===== src/rtl/sweep_pkg.sv =====
// Shared encodings for the pattern sweep generator: sequence modes and FSM states.
package sweep_pkg;

  localparam logic [1:0] MODE_BIN_UP = 2'b00;
  localparam logic [1:0] MODE_GRAY   = 2'b01;
  localparam logic [1:0] MODE_BIN_DN = 2'b10;
  localparam logic [1:0] MODE_WALK1  = 2'b11;

  localparam logic [1:0] ST_IDLE = 2'd0;
  localparam logic [1:0] ST_RUN  = 2'd1;
  localparam logic [1:0] ST_DONE = 2'd2;

endpackage


===== src/rtl/sweep_encode.sv =====
// Combinational mapping from sweep ordinal and mode to the stimulus vector.
module sweep_encode
  import sweep_pkg::*;
#(
  parameter int unsigned WIDTH = 3
) (
  input  logic [WIDTH-1:0] index_i,
  input  logic [1:0]       mode_i,
  output logic [WIDTH-1:0] pattern_o
);

  always_comb begin
    pattern_o = '0;
    case (mode_i)
      MODE_BIN_UP: pattern_o = index_i;
      MODE_GRAY:   pattern_o = index_i ^ (index_i >> 1);
      MODE_BIN_DN: pattern_o = ~index_i;
      MODE_WALK1:  pattern_o = WIDTH'(1) << index_i;
      default:     pattern_o = '0;
    endcase
  end

endmodule


===== src/rtl/pattern_sweep.sv =====
// Sweep FSM: steps an ordinal through a mode-selected sequence, holding each
// vector for DWELL un-held cycles, with abort and hold control.
module pattern_sweep
  import sweep_pkg::*;
#(
  parameter int unsigned WIDTH = 3,
  parameter int unsigned DWELL = 4
) (
  input  logic             clk,
  input  logic             rst_n,
  input  logic             start,
  input  logic             abort,
  input  logic             hold,
  input  logic [1:0]       mode,
  output logic [WIDTH-1:0] pattern,
  output logic [WIDTH-1:0] index,
  output logic             valid,
  output logic             busy,
  output logic             done
);

  localparam int unsigned CntW = $clog2(DWELL + 1);
  localparam logic [CntW-1:0] DwellLast = CntW'(DWELL - 1);
  localparam logic [WIDTH-1:0] WalkLast = WIDTH'(WIDTH - 1);

  logic [1:0]       state_q, state_d;
  logic [1:0]       mode_q, mode_d;
  logic [WIDTH-1:0] index_q, index_d;
  logic [WIDTH-1:0] pattern_q, pattern_d;
  logic [CntW-1:0]  dwell_q, dwell_d;
  logic [WIDTH-1:0] last_idx;
  logic [WIDTH-1:0] enc_pattern;

  // Direct compare against N-1 so a full-width index never needs to wrap.
  assign last_idx = (mode_q == MODE_WALK1) ? WalkLast : '1;

  // Encode the next-state ordinal so pattern and index land on the same edge.
  sweep_encode #(
    .WIDTH(WIDTH)
  ) u_encode (
    .index_i  (index_d),
    .mode_i   (mode_d),
    .pattern_o(enc_pattern)
  );

  always_comb begin
    state_d = state_q;
    mode_d  = mode_q;
    index_d = index_q;
    dwell_d = dwell_q;
    case (state_q)
      ST_IDLE: begin
        if (start && !abort) begin
          state_d = ST_RUN;
          mode_d  = mode;
          index_d = '0;
          dwell_d = '0;
        end
      end
      ST_RUN: begin
        if (abort) begin
          state_d = ST_IDLE;
          index_d = '0;
          dwell_d = '0;
        end else if (!hold) begin
          if (dwell_q == DwellLast) begin
            dwell_d = '0;
            if (index_q == last_idx) begin
              state_d = ST_DONE;
              index_d = '0;
            end else begin
              index_d = index_q + 1'b1;
            end
          end else begin
            dwell_d = dwell_q + 1'b1;
          end
        end
      end
      ST_DONE: begin
        state_d = ST_IDLE;
        index_d = '0;
        dwell_d = '0;
      end
      default: begin
        state_d = ST_IDLE;
        index_d = '0;
        dwell_d = '0;
      end
    endcase
    pattern_d = (state_d == ST_RUN) ? enc_pattern : '0;
  end

  always_ff @(posedge clk or negedge rst_n) begin
    if (!rst_n) begin
      state_q   <= ST_IDLE;
      mode_q    <= MODE_BIN_UP;
      index_q   <= '0;
      pattern_q <= '0;
      dwell_q   <= '0;
    end else begin
      state_q   <= state_d;
      mode_q    <= mode_d;
      index_q   <= index_d;
      pattern_q <= pattern_d;
      dwell_q   <= dwell_d;
    end
  end

  assign pattern = pattern_q;
  assign index   = index_q;
  assign valid   = (state_q == ST_RUN);
  assign busy    = (state_q == ST_RUN);
  assign done    = (state_q == ST_DONE);

endmodule


===== config.mk =====
export PLATFORM = sky130hd
export DESIGN_NAME = pattern_sweep
export DESIGN_NICKNAME = d
export VERILOG_FILES = /design/src/rtl/sweep_pkg.sv /design/src/rtl/sweep_encode.sv /design/src/rtl/pattern_sweep.sv
export SDC_FILE = /design/constraint.sdc
export NUM_CORES = 1
export LEC_CHECK = 0
export CORE_MARGIN = 2
export CORE_UTILIZATION = 35
export DETAILED_ROUTE_END_ITERATION = 12
export PLACE_DENSITY = 0.68
export SYNTH_ARGS = -nofsm -noshare
export SYNTH_HDL_FRONTEND = slang
export SYNTH_SLANG_ARGS = --single-unit
export TNS_END_PERCENT = 10

===== constraint.sdc =====
create_clock -name clk -period 4.7 [get_ports clk]
set_input_delay 0.47 -clock clk [delete_from_list [all_inputs] [get_ports clk]]
set_output_delay 0.47 -clock clk [all_outputs]
set_load 0.05 [all_outputs]

==> flow_metrics.env <==
export IMPL_grt_pass1_vias=637
export IMPL_p_sw_share_pct=31.84
export IMPL_clkTransAtPathRegs_ps=70
export IMPL_outcome="finished clean"
export IMPL_hold_viol=0
export IMPL_grt_overflow_total=0
export IMPL_placed_cells=127
export IMPL_crit_chain="clkdlybuf4s50_1 -> nor3b_2 -> nand3_1 -> a21oi_1 -> nor2_1 -> inv_1 -> ha_1 -> nor2_1 -> or3_1 -> a21oi_1"
export IMPL_cts_resized=0
export IMPL_crit_slowest_cell="clkdlybuf4s50_1"
export IMPL_ys_ff_latch=13
export IMPL_wl_mm=1.600
export IMPL_end_kind="register"
export IMPL_cts_made_buffers=3
export IMPL_final_setup_tns_ps=0
export IMPL_grt_setup_unrepaired="no"
export IMPL_cts_hold_buffers=0
export IMPL_n_fill_cell=224
export IMPL_syn_inst=85
export IMPL_antenna_found_initial=0
export IMPL_drive_above_1_share_pct=10.68
export IMPL_final_min_clock_period_ps=2542
export IMPL_comb_power_share_pct=27.9
export IMPL_wl_per_cell_um=12.21
export IMPL_yosys_warnings=0
export IMPL_htreeDepth=1
export IMPL_instances_no_fill=131
export IMPL_ant_nets=0
export IMPL_setup_viol_count_final=0
export IMPL_crit_type="in -> reg"
export IMPL_place_congestion=0.8210
export IMPL_fin_area_um2=1039
export IMPL_hold_start="dwell_q[1]"
export IMPL_crit_path_max_fanout=5
export IMPL_rr_worst_depth=10
export IMPL_nets=116
export IMPL_p_leak_nw=0.4803
export IMPL_place_ws_ps=1868
export IMPL_synth_fp_nets=97
export IMPL_peakVddDrop_mv=0.1486
export IMPL_async_flop_share_pct=100.0
export IMPL_r2r_start="dwell_q[0]"
export IMPL_mappedNetlistArea_um2=834.6
export IMPL_rr_endpoint="pattern[2]"
export IMPL_layout_setup_ws_ps=2158
export IMPL_vias_per_cell=5.214
export IMPL_start_kind="input pin"
export IMPL_numClockSinks=13
export IMPL_hold_path_class="reg -> reg"
export IMPL_drc=0
export IMPL_synth_distinct_cells=38
export IMPL_dpl_instance_area_um2=1012
export IMPL_seqPwrFrac_pct=47.0
export IMPL_finClkSkew_ps=2.847
export IMPL_dieArea_um2=2791
export IMPL_cap_violations=0
export IMPL_required_ps=4900
export IMPL_io_pins=16
export IMPL_p_int_mw=0.1827
export IMPL_p_sw_mw=0.08536
export IMPL_insertion_delay_ps=270
export IMPL_pwr_density_cell_nw_per_um2=258.2
export IMPL_grt_max_degree=14
export IMPL_drv_slew=0
export IMPL_ctsLongestPathBuffers=2
export IMPL_grt_pass1_wl_mm=2.739
export IMPL_die_w_um=52.83
export IMPL_cts_tree="built"
export IMPL_grt_usage_pct=13.58
export IMPL_num_rows=17
export IMPL_portBuffers=15
export IMPL_post_cts_buffers=0
export IMPL_min_path_cells=1
export IMPL_floorplan_initialDensity_pct=37.37
export IMPL_max_clock_freq_mhz=393.4
export IMPL_n_antenna_cell=0
export IMPL_finalCritPeriodShare_pct=54.09
export IMPL_slowest_delay_ps=500
export IMPL_postSynthAreaPerCell_um2=9.818
export IMPL_whs_endpoint="dwell_q[1]"
export IMPL_synthFlopType="dfrtp_1"
export IMPL_die_h_um=52.83
export IMPL_areaGrowthSynthToFinish_pct=24.44
export IMPL_drt_pass1_iter_count=4
export IMPL_worstMarginPinSlew_ps=555.8
export IMPL_synth_seq_area_share_pct=38.98
export IMPL_p_clk_share_pct=25.1
export IMPL_first_iter_violations=13
export IMPL_dp_hpwl_mm=1.292
export IMPL_core_area_um2=2233
export IMPL_vias=683
export IMPL_arrival_ps=2740
export IMPL_regToRegSetupSlack_ps=2290
export IMPL_synth_enable_flop_cells=0
export IMPL_cts_root_buf="clkbuf_4"
export IMPL_relSlewSlack_pct=61.88
layer usage:
layer	global-route usage, %	wire length (µm)	vias to the layer above
met5	0	0	-
met4	8.974	39	0
met3	1.714	63	5
met2	21.88	763	15
met1	16.81	734	318
li1	-	-	345
power groups by stage:
stage                     clock (mW)  sequential [mW]  combinational, mW
after floorplan                    0            0.137             0.0420
after detailed placement           0            0.129             0.0749
after global routing          0.0751            0.128             0.0813
final                         0.0674            0.126             0.0747
after CTS                     0.0695            0.126             0.0750
after global placement             0            0.128             0.0740
cells in the mapped netlist (all sizes together) (2+ instances only):
master   n  area (µm²)
dfrtp   13       325.3
a21oi    8       40.04
inv      8       30.03
nor2     7       26.28
ha       5       62.56
nand2    5       18.77
and2     3       21.27
nor3     3       20.02
a21o     2       15.01
a22o     2       17.52
mux2i    2       20.02
nor2b    2       12.51
nor3b    2       25.02
flip-flops by register name, indices dropped and copies added, names as in the netlist:
register  cells
dwell_q       3
index         3
pattern       3
mode_q        2
state_q       2
layout by cell type (no fill, tap or decap), drive strengths merged, types with 2 or more instances in the layout:
cell and instances:
inv 8, mux2i 2, clkdlybuf4s50 15, and2 3
nand2 5, nor2b 2, nor3b 2, a21o 2
ha 5, clkbuf 4, a22o 2, dfrtp 13
a21oi 8, nor2 7, nor3 3
worst max path at each step:
stage | startpoint | depth (start not counted) | end | slack [ps]
after floorplan | index[1] | 9 | pattern[2] | 2540
after global placement | hold | 10 | pattern[2] | 1910
after detailed placement | abort | 10 | pattern[2] | 1870
after CTS | abort | 10 | pattern[2] | 2150
after global routing | abort | 10 | pattern[2] | 2020
final | abort | 10 | pattern[2] | 2160
through the flow:
stage | hold WS [ps] | power, mW | util [%]
after floorplan | 174.4 | 0.1793 | -
after global placement | 494.0 | 0.2021 | 45.32
after detailed placement | 498.1 | 0.2034 | 45.32
after CTS | 520.4 | 0.2706 | 46.50
after global routing | 550.3 | 0.2847 | 46.50
final | 518.8 | 0.2681 | 46.50
worst max-delay path: cells and delay by family:
kind | cells | cell delay [ps]
AOI/OAI and AO/OA | 2 | 480
and+or+nand+nor | 5 | 980
buffers and inverters | 2 | 630
adders and majority gates | 1 | 160
cell families (layout without fill, tap and decap cells):
logic type | after synthesis | in the layout | share of synthesized area [%]
compound gates | 22 | 22 | 20.69
xor+xnor | 1 | 1 | 1.050
fa+ha+maj | 5 | 5 | 7.496
buf+inv | 10 | 28 | 4.948
flops | 13 | 13 | 38.98
mux | 2 | 2 | 2.399
simple gates | 32 | 32 | 24.44
layout make-up:
class                           count  area [µm²]  area share (%)
Inverter                            9       33.78           3.253
Tap cell                           28       35.03           3.373
Sequential cell                    13       325.3           31.33
Multi-Input combinational cell     62       467.9           45.06
Clock buffer                        4       26.28           2.530
Timing Repair Buffer               15       150.1           14.46
Note: power is estimated with default switching activity, not from simulation.
